## config.mk

```make
export PLATFORM = sky130hd
export DESIGN_NAME = image_stream_proc
export DESIGN_NICKNAME = d
export VERILOG_FILES = /design/src/rtl/img_pkg.sv /design/src/rtl/pix_op_unit.sv /design/src/rtl/image_stream_proc.sv
export SDC_FILE = /design/constraint.sdc
export NUM_CORES = 1
export LEC_CHECK = 0
export CAP_MARGIN = 20
export CORE_UTILIZATION = 55
export DETAILED_ROUTE_END_ITERATION = 8
export PLACE_DENSITY = 0.78
export SLEW_MARGIN = 40
export SYNTH_ARGS = -nofsm -noshare
export SYNTH_HDL_FRONTEND = slang
export SYNTH_HIERARCHICAL = 1
export SYNTH_SLANG_ARGS = --single-unit
```

## constraint.sdc

```tcl
create_clock -name HCLK -period 7.2 [get_ports HCLK]
set_input_delay 0.72 -clock HCLK [delete_from_list [all_inputs] [get_ports HCLK]]
set_output_delay 0.72 -clock HCLK [all_outputs]
set_load 0.03 [all_outputs]
```

## src/rtl/img_pkg.sv

```systemverilog
// ---------------------------------------------------------------------------
// img_pkg
// Shared definitions for the image streaming processor: point-operation mode
// codes, the frame FSM state encoding, the output FIFO depth and the unsigned
// 8-bit saturation helper used by the brightness operations.
// ---------------------------------------------------------------------------
package img_pkg;

  localparam logic [2:0] MODE_PASS       = 3'd0;
  localparam logic [2:0] MODE_BRIGHT_ADD = 3'd1;
  localparam logic [2:0] MODE_BRIGHT_SUB = 3'd2;
  localparam logic [2:0] MODE_INVERT     = 3'd3;
  localparam logic [2:0] MODE_GRAY       = 3'd4;
  localparam logic [2:0] MODE_THRESH     = 3'd5;

  localparam int FIFO_DEPTH = 4;

  typedef enum logic [2:0] {
    ST_IDLE  = 3'd0,
    ST_VSYNC = 3'd1,
    ST_HSYNC = 3'd2,
    ST_DATA  = 3'd3,
    ST_DRAIN = 3'd4
  } state_t;

  // Clamp a signed 10-bit intermediate (range -255..510) into 0..255.
  function automatic logic [7:0] sat_u8(input logic signed [9:0] x);
    if (x < 0)
      return 8'd0;
    else if (x > 10'sd255)
      return 8'hFF;
    else
      return x[7:0];
  endfunction

endpackage

```

## src/rtl/pix_op_unit.sv

```systemverilog
// ---------------------------------------------------------------------------
// pix_op_unit
// Purely combinational point operation on a single RGB888 pixel.
// Ports:
//   i_mode  [2:0]  operation select (MODE_* codes, reserved codes pass through)
//   i_value [7:0]  brightness offset or threshold
//   i_rgb   [23:0] input pixel, R in [7:0], G in [15:8], B in [23:16]
//   o_rgb   [23:0] processed pixel, same packing
// ---------------------------------------------------------------------------
module pix_op_unit
  import img_pkg::*;
(
  input  logic [2:0]  i_mode,
  input  logic [7:0]  i_value,
  input  logic [23:0] i_rgb,
  output logic [23:0] o_rgb
);

  logic [9:0] w_sum;
  logic [7:0] w_gray;

  // Gray level is the truncated mean of the three channels; the 10-bit sum
  // holds the worst case 3*255 = 765 without overflow.
  assign w_sum  = 10'(i_rgb[7:0]) + 10'(i_rgb[15:8]) + 10'(i_rgb[23:16]);
  assign w_gray = 8'(w_sum / 10'd3);

  // Select the operation; brightness math is done in signed 10-bit so both
  // the overflow and the underflow side can be clamped by sat_u8.
  always_comb begin
    o_rgb = i_rgb;
    case (i_mode)
      MODE_BRIGHT_ADD: begin
        for (int k = 0; k < 3; k++)
          o_rgb[8*k +: 8] = sat_u8(signed'({2'b00, i_rgb[8*k +: 8]}) + signed'({2'b00, i_value}));
      end
      MODE_BRIGHT_SUB: begin
        for (int k = 0; k < 3; k++)
          o_rgb[8*k +: 8] = sat_u8(signed'({2'b00, i_rgb[8*k +: 8]}) - signed'({2'b00, i_value}));
      end
      MODE_INVERT: o_rgb = ~i_rgb;
      MODE_GRAY:   o_rgb = {3{w_gray}};
      MODE_THRESH: o_rgb = (w_gray > i_value) ? 24'hFFFFFF : 24'h000000;
      default:     o_rgb = i_rgb;
    endcase
  end

endmodule

```

## src/rtl/image_stream_proc.sv

```systemverilog
// ---------------------------------------------------------------------------
// image_stream_proc
// Reads one frame from an external pixel memory, PIX_PER_CLK pixels per word,
// applies a point operation chosen at start time and streams the result out
// over valid/ready with sof/eol/eof markers and VSYNC/HSYNC phase flags.
// Ports:
//   HCLK, HRESET        clock, synchronous active-high reset
//   start, mode, value  frame start pulse plus op select/parameter (latched)
//   mem_rd_en, mem_addr memory read strobe and word address
//   mem_rdata           read data, valid one cycle after mem_rd_en
//   out_valid/ready     output stream handshake
//   out_data            processed pixels, same packing as mem_rdata
//   out_sof/eol/eof     first-of-frame / last-of-line / last-of-frame markers
//   VSYNC, HSYNC        high in the VSYNC and DATA phases respectively
//   busy, frame_done    frame in progress / pulse after eof is accepted
// ---------------------------------------------------------------------------
module image_stream_proc
  import img_pkg::*;
#(
  parameter int WIDTH          = 768,
  parameter int HEIGHT         = 512,
  parameter int PIX_PER_CLK    = 2,
  parameter int START_UP_DELAY = 100,
  parameter int HSYNC_DELAY    = 160,
  parameter int BOTTOM_UP      = 1,
  parameter int ADDR_W         = 18
) (
  input  logic                      HCLK,
  input  logic                      HRESET,
  input  logic                      start,
  input  logic [2:0]                mode,
  input  logic [7:0]                value,
  output logic                      mem_rd_en,
  output logic [ADDR_W-1:0]         mem_addr,
  input  logic [PIX_PER_CLK*24-1:0] mem_rdata,
  output logic                      out_valid,
  input  logic                      out_ready,
  output logic [PIX_PER_CLK*24-1:0] out_data,
  output logic                      out_sof,
  output logic                      out_eol,
  output logic                      out_eof,
  output logic                      VSYNC,
  output logic                      HSYNC,
  output logic                      busy,
  output logic                      frame_done
);

  localparam int COLS  = WIDTH / PIX_PER_CLK;
  localparam int DW    = PIX_PER_CLK * 24;
  localparam int COL_W = $clog2(COLS + 1);
  localparam int ROW_W = $clog2(HEIGHT + 1);
  localparam int DLY_W = 16;

  state_t             r_state;
  logic [DLY_W-1:0]   r_dly;
  logic [COL_W-1:0]   r_col;
  logic [ROW_W-1:0]   r_row;
  logic [2:0]         r_mode;
  logic [7:0]         r_value;
  logic               r_frameDone;

  logic               r_pendValid;
  logic [2:0]         r_pendMark;
  logic               r_capValid;
  logic [2:0]         r_capMark;
  logic [DW-1:0]      r_capData;

  logic [DW+2:0]      r_fifo [FIFO_DEPTH];
  logic [1:0]         r_wrPtr;
  logic [1:0]         r_rdPtr;
  logic [2:0]         r_fifoCount;

  logic               w_issue;
  logic               w_lastCol;
  logic               w_lastRow;
  logic [2:0]         w_inflight;
  logic [2:0]         w_mark;
  logic [ADDR_W-1:0]  w_mline;
  logic [ADDR_W-1:0]  w_addr;
  logic [DW-1:0]      w_opData;
  logic [DW+2:0]      w_head;
  logic               w_valid;
  logic               w_push;
  logic               w_pop;
  logic               w_eofAccept;
  logic               w_startOk;

  // A read may only be issued when every word already in the pipeline plus
  // the new one fits in the FIFO, so no out_ready pattern can overflow it.
  assign w_inflight = 3'(r_pendValid) + 3'(r_capValid);
  assign w_issue    = (r_state == ST_DATA) && ((r_fifoCount + w_inflight) < 3'(FIFO_DEPTH));
  assign w_lastCol  = (r_col == COL_W'(COLS - 1));
  assign w_lastRow  = (r_row == ROW_W'(HEIGHT - 1));

  // Markers are decided at issue time and ride along with the word.
  assign w_mark = {w_lastCol && w_lastRow, w_lastCol, (r_row == '0) && (r_col == '0)};

  // Bottom-up order reads the last memory line first, matching BMP layout.
  assign w_mline   = (BOTTOM_UP != 0) ? (ADDR_W'(HEIGHT - 1) - ADDR_W'(r_row)) : ADDR_W'(r_row);
  assign w_addr    = w_mline * ADDR_W'(COLS) + ADDR_W'(r_col);
  assign mem_rd_en = w_issue;
  assign mem_addr  = w_issue ? w_addr : '0;

  assign w_head      = r_fifo[r_rdPtr];
  assign w_valid     = (r_fifoCount != 3'd0);
  assign w_push      = r_capValid;
  assign w_pop       = w_valid && out_ready;
  assign w_eofAccept = w_pop && w_head[DW+2];
  // The cycle frame_done is high the FSM is already idle; a start there is
  // deliberately refused so a frame is only started from a settled idle.
  assign w_startOk   = start && (r_state == ST_IDLE) && !r_frameDone;

  // Frame sequencer: phase timing, line/column position, op latching and
  // the done pulse all live in this one block.
  always_ff @(posedge HCLK) begin
    if (HRESET) begin
      r_state     <= ST_IDLE;
      r_dly       <= '0;
      r_col       <= '0;
      r_row       <= '0;
      r_mode      <= MODE_PASS;
      r_value     <= '0;
      r_frameDone <= 1'b0;
    end else begin
      r_frameDone <= w_eofAccept;
      case (r_state)
        ST_IDLE: begin
          if (w_startOk) begin
            r_state <= ST_VSYNC;
            r_dly   <= '0;
            r_col   <= '0;
            r_row   <= '0;
            r_mode  <= mode;
            r_value <= value;
          end
        end
        ST_VSYNC: begin
          if (r_dly == DLY_W'(START_UP_DELAY - 1)) begin
            r_state <= ST_HSYNC;
            r_dly   <= '0;
          end else begin
            r_dly <= r_dly + 1'b1;
          end
        end
        ST_HSYNC: begin
          if (r_dly == DLY_W'(HSYNC_DELAY - 1)) begin
            r_state <= ST_DATA;
            r_dly   <= '0;
            r_col   <= '0;
          end else begin
            r_dly <= r_dly + 1'b1;
          end
        end
        ST_DATA: begin
          if (w_issue) begin
            if (w_lastCol) begin
              r_col <= '0;
              if (w_lastRow) begin
                r_state <= ST_DRAIN;
              end else begin
                r_row   <= r_row + 1'b1;
                r_state <= ST_HSYNC;
              end
            end else begin
              r_col <= r_col + 1'b1;
            end
          end
        end
        ST_DRAIN: begin
          if (w_eofAccept)
            r_state <= ST_IDLE;
        end
        default: r_state <= ST_IDLE;
      endcase
    end
  end

  // Read pipeline: the pending stage marks the cycle mem_rdata is valid,
  // the capture stage holds the word that the op units work on.
  always_ff @(posedge HCLK) begin
    if (HRESET) begin
      r_pendValid <= 1'b0;
      r_pendMark  <= '0;
      r_capValid  <= 1'b0;
      r_capMark   <= '0;
      r_capData   <= '0;
    end else begin
      r_pendValid <= w_issue;
      r_pendMark  <= w_mark;
      r_capValid  <= r_pendValid;
      r_capMark   <= r_pendMark;
      if (r_pendValid)
        r_capData <= mem_rdata;
    end
  end

  for (genvar p = 0; p < PIX_PER_CLK; p++) begin : g_op
    pix_op_unit u_op (
      .i_mode  (r_mode),
      .i_value (r_value),
      .i_rgb   (r_capData[24*p +: 24]),
      .o_rgb   (w_opData[24*p +: 24])
    );
  end

  // FIFO bookkeeping; the op result is registered straight into the FIFO,
  // which keeps the read-to-valid latency at three cycles.
  always_ff @(posedge HCLK) begin
    if (HRESET) begin
      r_wrPtr     <= '0;
      r_rdPtr     <= '0;
      r_fifoCount <= '0;
    end else begin
      if (w_push)
        r_wrPtr <= r_wrPtr + 1'b1;
      if (w_pop)
        r_rdPtr <= r_rdPtr + 1'b1;
      r_fifoCount <= r_fifoCount + 3'(w_push) - 3'(w_pop);
    end
  end

  // FIFO storage needs no reset; occupancy decides what is visible.
  always_ff @(posedge HCLK) begin
    if (!HRESET && w_push)
      r_fifo[r_wrPtr] <= {r_capMark, w_opData};
  end

  assign out_valid  = w_valid;
  assign out_data   = w_valid ? w_head[DW-1:0] : '0;
  assign out_sof    = w_valid && w_head[DW];
  assign out_eol    = w_valid && w_head[DW+1];
  assign out_eof    = w_valid && w_head[DW+2];
  assign VSYNC      = (r_state == ST_VSYNC);
  assign HSYNC      = (r_state == ST_DATA);
  assign busy       = (r_state != ST_IDLE);
  assign frame_done = r_frameDone;

endmodule

```

**Word-level counts from Yosys, hierarchy flattened**

Memory sizes are Yosys's and may differ from the RTL's. A register that Yosys moved wholly into a read port is not among the register bits.
Index checks and enable logic that the tools add are counted.

- Add/sub/neg operators: 27
- Multipliers: 1
- Div/mod/pow operators: 2
- Order comparisons: 27
- Eq/ne operators: 20
- Multiplexer cells: 56
- Bitwise gates (word level): 2
- Reductions and logical operators: 26

Operators with widths:

| cell | count |
|---|---|
| $pmux W24 S5 | 2 |
| $mux W8 | 24 |
| $add A8 B8 Y9 | 8 |
| $gt A10 B9 Y1 const B | 6 |
| $lt A10 B1 Y1 const B | 6 |
| $gt A9 B9 Y1 const B | 6 |
| $lt A9 B1 Y1 const B | 6 |
| $sub A8 B8 Y9 | 6 |
| $mux W16 | 3 |
| $mux W24 | 2 |
| $mux W48 | 1 |
| $not A24 Y24 | 2 |
| $pmux W16 S3 | 1 |
| $mux W10 | 4 |
| $mux W9 | 4 |
| $pmux W9 S3 | 1 |
| $mux W3 | 7 |
| $add A10 B8 Y10 | 2 |
| $div A10 B2 Y10 const B | 2 |
| $pmux W10 S2 | 1 |
| $add A18 B9 Y18 | 1 |
| $mul A18 B2 Y11 const B | 1 |
| $mux W18 | 1 |
| $add A16 B1 Y16 const B | 1 |
| other kinds (33) | 63 |

- Register bits after elaboration: 113
- RAM bits: 204
- Input port bits: 63
- Output and inout port bits: 75
- Memories kept: 1

Memories:

| name | depth | width | rd ports | clocked after memory_dff | wr ports | RTL line | RTL |
|---|---|---|---|---|---|---|---|
| r_fifo | 4 | 51 | 1 | 1 | 1 | image_stream_proc.sv:68 | `logic [DW+2:0] r_fifo [FIFO_DEPTH];` |

**Longest topological paths before layout**

- Depth after elaboration: 6
- Depth in mapped cells: 36
- Depth with buffers taken out: 35

**Hierarchy**

Netlist, hierarchy kept.

Modules (own cells, without submodules):

| module | instances | cells each | area an instance (sq um) |
|---|---|---|---|
| image_stream_proc | 1 | 973 | 13417.9 |
| pix_op_unit at g_op[1].u_op | 1 | 590 | 4186.5 |
| pix_op_unit at g_op[0].u_op | 1 | 596 | 4132.7 |

**Least setup slack after synthesis**

OpenSTA, ideal clock, no wires.

- Kind: reg2reg
- Start: register r_capData[25]
- End: memory r_fifo[0][39] in the netlist's numbering, data pin
- Library setup time: 187 ps
- Arrival: 6704 ps
- Required time: 7013 ps
- Path slack: 309 ps
- Cell stages (with the launch flop): 35
- Cell sequence: dfxtp_1 > inv_1 > fa_1 > inv_1 > ha_1 > inv_1 > fa_1 > nor2b_1 > o2111ai_2 > a311o_1 > nand3_1 > nor4_1 > o31a_1 > or2_1 > buf_6 > mux2i_2 > mux2i_1 > ha_1 > o21bai_1 > nor2_1 > and3_1 > o31a_1 > nor3_1 > o22ai_2 > ha_1 > nor2b_1 > o21a_1 > o21ai_0 > nand2b_1 > a21oi_1 > o21a_1 > a211oi_1 > nand2b_1 > a21oi_1 > a31oi_1

- Word-level cells in the longest chain between the ends: 6

RTL lines:

| what | RTL line | RTL |
|---|---|---|
| from (decl) | image_stream_proc.sv:66 | `logic [DW-1:0] r_capData;` |
| from (signal assigned) | image_stream_proc.sv:193 | `r_capData <= mem_rdata;` |
| $add A8 B8 Y9 (*) | pix_op_unit.sv:24 | `assign w_sum = 10'(i_rgb[7:0]) + 10'(i_rgb[15:8]) + 10'(i_rgb[23:16]);` |
| $add A10 B8 Y10 (*) | pix_op_unit.sv:24 |  |
| $div A10 B2 Y10 (*) | pix_op_unit.sv:25 | `assign w_gray = 8'(w_sum / 10'd3);` |
| $gt A8 B8 Y1 | pix_op_unit.sv:42 | `MODE_THRESH: o_rgb = (w_gray > i_value) ? 24'hFFFFFF : 24'h000000;` |
| $mux W24 | pix_op_unit.sv:42 |  |
| $pmux W24 S5 (*) | pix_op_unit.sv:31 | `case (i_mode)` |
| via w_opData[39] | image_stream_proc.sv:80 | `logic [DW-1:0] w_opData;` |
| to (decl) | image_stream_proc.sv:68 |  |

Mark *: on every way through the listed nets, which the timed path passes. The rest lies on a longest branch.

**Worst setup path after layout**

- Start: register r_capData[17]
- End: memory r_fifo[1][22] in the netlist's numbering, data pin

- Word-level cells in the longest chain between the ends: 5
- Elaborated cells on any way between the ends: 15
- Those cells by class: add/sub: 3; div: 1; order compare: 5; mux: 6

RTL lines:

| what | RTL line |
|---|---|
| $add A10 B8 Y10 (tied with other cells) | pix_op_unit.sv:24 |
| $div A10 B2 Y10 (tied with other cells) | pix_op_unit.sv:25 |
| $gt A8 B8 Y1 or $mux W8 (tied branches) | pix_op_unit.sv:42, img_pkg.sv:30 |
| $mux W24 or $mux W8 (tied branches) | pix_op_unit.sv:42, img_pkg.sv:28 |
| $pmux W24 S5 (*) | pix_op_unit.sv:31 |
| via w_opData[22] | image_stream_proc.sv:80 |

Marked as above.

==> summary.txt <==
Logic synthesis
  – Avg Cell Area, Syn: 10.1 um^2
  – Synth cell types: around 110
  – Simple-gate share of the synthesized area: 14.4%
  – Mux share of post-synthesis cell area: roughly 8%
  – Number of synthesized flops with an enable pin: between 200 and 250
  – Async S/R FF share, synth: 0%
  – Mapped Area: around 22000 um^2
  – Largest family of logic cells by synthesized area: compound AO/OA/AOI/OAI gates
  – Syn Nets: ~2400
  – Sequential area share after synthesis: between 30% and 40%
  – Post-synthesis xor/xnor area fraction: roughly 3.8%
  – Synth warn: 6
  – Post-Syn Instances: approximately 2200
  – Dominant synthesized flop cell: edfxtp_1
  – Post-synthesis adder-cell area fraction: roughly an eighth
  – Complex-gate fraction of the synthesized area: 18.7%
  – Yosys reg bits: approximately 320

Global route
  – Largest net degree at the start of global routing: 55
  – First-pass GRT wire length: between 90000 and 100000 um
  – GRT overflow: 0
  – Initial antenna violation count: 8
  – Total track usage: 29.8%
  – Vias in the first global route: around 17000

Critical path
  – Worst path most repeated cell: inv_1
  – Worst setup path class: register to register
  – Critical Path Source: r_capData[17]
  – Reg2reg setup slack: ~230 ps
  – Arrival time worst endpoint: around 7200 ps
  – CP Launch Type: register
  – Worst r2r dst: r_fifo[1][22]
  – R2R depth: 29
  – CP Capture Type: register
  – Req. time, crit path: roughly 7500 ps
  – Max incr delay on CP: roughly 770 ps
  – R2R Path Start: r_capData[17]
  – CP max-delay cell: or4b_2
  – Critical-path maximum fanout: 16
  – Setup crit end: r_fifo[1][22]

Cells and area
  – Sequential Area: between 8000 and 9000 um^2
  – # fillers: about 3000
  – Footprint of the multi-input gates: between 10000 and 15000 um^2
  – Final nets: 2615
  – Layout Cells excl Fill: just under 3000
  – Area delta synth->final: 17.9%
  – Share of cells above drive strength 1: between 10% and 20%

Die
  – Chip width: around 200 um
  – Initial Utilization: 56.0%
  – Vert. Die Dim: approximately 200 um
  – Boundary Pins: 138
  – DIE AREA: a little over 40000 um^2
  – Core Region: 38800 um^2
  – FP Rows: 72

Clocking
  – CTS Hold Bufs: 0
  – CTS tree: done
  – Clk slew on worst S/H paths: around 70 ps
  – Max clock buf depth: 3
  – CTS H-Tree Depth: 2
  – Clock sink count: 319
  – Clk_lat worst skew: between 500 and 600 ps
  – CTS Root Buffer Type: clkbuf_16
  – Inserted Clock Buffers: 34

Detailed routing
  – DRC viols: 0
  – DRT Wirelength: between 60000 and 70000 um
  – DRT iter0 DRCs: between 1500 and 2000
  – DRT antenna net count: 0
  – Vias/cell: 6.14
  – DR WL/cell: roughly 21 um
  – Via count: around 18000
  – 1st-pass router iterations: 6

Hold path
  – Min-delay worst type: register to register

Placement
  – Cells after DPL: ~2800
  – PortBufs: around 140
  – HPWL after detailed placement: ~45000 um
  – Pre-CTS setup slack: between 40 and 50 ps
  – Routability cong.: between 0.9 and 1

STA
  – Highest Clock Rate: approximately 140 MHz
  – Setup Skew: 25.5 ps
  – Slew Viols, Final: 0
  – Min Clock Period, post-route: 6970 ps
  – Worst Max-Slew Pin Slew: 1020 ps
  – Final period utilization: a little over nine tenths
  – Final hold vios: 0
  – Relative slew slack: 31.0%
  – # setup viols final: 0
  – Final setup margin: about 230 ps
  – Total negative setup slack: 0 ps

Pwr
  – Maximum vdd drop: 169 uV
  – Pwr Total: slightly below 7 mW
  – PwrDens: ~270 nW/um^2
  – Leak Pwr: 9.97 nW

Run status
  – Outcome: completed

Job
  – Maxcap violations: 0
## where the power goes
part           total [mW]  switching [mW]  leakage, nW  internal, mW
combinational        2.91            1.70         6.64          1.21
clock                1.69           0.741        0.513         0.944
sequential           2.26           0.139         2.81          2.12
total                6.86            2.58         9.97          4.28
## sequential cells by signal, indices dropped and copies added, names as in the netlist, 8 cells and up, named ones only
register,count
r_dly,16
r_row,10
r_col,9
r_fifo,204
r_value,8
r_capData,48
## worst max-delay path: cells and delay by family (launching register included)
family / cells / cell delay [ps]
fa+ha+maj: 4 / 1390
compound gates: 12 / 1820
buf+inv: 5 / 680
flops: 1 / 410
simple gates: 8 / 2370
## how the worst min path moves through the flow
stage / startpoint / endpoint / slack, ps / depth (start not counted)
6_report: r_pendMark[2] / r_capMark[2] / 440 / 1
3_5_place_dp: r_pendMark[2] / r_capMark[2] / 450 / 1
5_1_grt: r_pendMark[2] / r_capMark[2] / 440 / 1
4_1_cts: r_pendMark[2] / r_capMark[2] / 440 / 1
3_3_place_gp: r_pendMark[2] / r_capMark[2] / 430 / 1
2_1_floorplan: r_pendMark[0] / r_capMark[0] / 410 / 1
## cell usage in the layout (no fill, tap or decap), types with 40 or more instances in the layout
master,instances
mux2i_1,55
nand2_1,111
a21oi_1,170
and2_1,73
xnor2_1,50
buf_4,120
inv_1,115
edfxtp_1,204
nor2_1,251
a21o_1,40
o21ai_0,87
ha_1,158
mux4_2,51
dfxtp_1,110
clkdlybuf4s50_1,136
## Yosys cell counts, types with 7 or more instances
cell type	n	area, um^2
a211oi_1	18	135
a21o_1	40	300
a21oi_1	180	901
a221o_1	7	70.1
a22oi_1	13	97.6
a31oi_1	16	100
and2_1	77	482
and3_1	21	131
buf_1	9	33.8
buf_2	18	90.1
buf_6	7	78.8
clkbuf_1	58	218
dfxtp_1	115	2300
edfxtp_1	204	6130
fa_1	33	661
ha_1	159	1990
inv_1	115	432
mux2i_1	55	551
mux4_2	51	1150
nand2_1	111	417
nand2b_1	10	62.6
nand3_1	34	170
nand4_1	21	131
nor2_1	252	946
nor2b_1	21	131
nor3_1	30	150
nor3b_1	9	67.6
nor4_1	9	56.3
o211ai_1	22	165
o21a_1	15	113
o21ai_0	90	450
o21ai_1	9	45.0
o21bai_1	39	293
o221ai_1	16	140
o22ai_1	8	50.1
o31ai_1	17	128
xnor2_1	53	464
xor2_1	37	324
## through the flow
stage | hold slack, ps | area, um^2 | utilization, %
2_1_floorplan | 414 | 21700 | -
5_1_grt | 444 | 25600 | 66.0
3_5_place_dp | 449 | 24300 | 62.5
6_report | 436 | 25600 | 66.0
3_3_place_gp | 429 | 24200 | 62.4
4_1_cts | 443 | 25300 | 65.2
## cells by family after synthesis
logic type,after synthesis
DFF,319
and+or+nand+nor,643
muxes,110
adders and majority gates,193
xor gates and xnor gates,92
AOI/OAI and AO/OA,591
buffers and inverters,211
## final cells by class
| cell class | count | area share [%] |
|---|---|---|
| clock buffer | 42 | 3.55 |
| timing repair buffer | 260 | 9.01 |
| sequential | 319 | 32.9 |
| antenna | 4 | 0.0390 |
| clock inverter | 19 | 0.576 |
| tap | 518 | 2.53 |
| inverter | 116 | 1.70 |
| multi-input combinational | 1629 | 49.7 |
## metal layers
layer / share of wire, % / vias to the layer above / GRT usage (%)
met4: 2.0 / 8 / 7.72
met5: 0.086 / - / 0
met1: 44 / 8693 / 42.4
met2: 45 / 689 / 46.9
met3: 8.5 / 90 / 5.39
li1: - / 8379 / -
## repair_timing
action	in CTS	in global routing
resized for setup	2	49
pin swaps	0	18
setup endpoints to repair	4	140
setup buffers	0	4
Power figures use the tool's default switching activity.
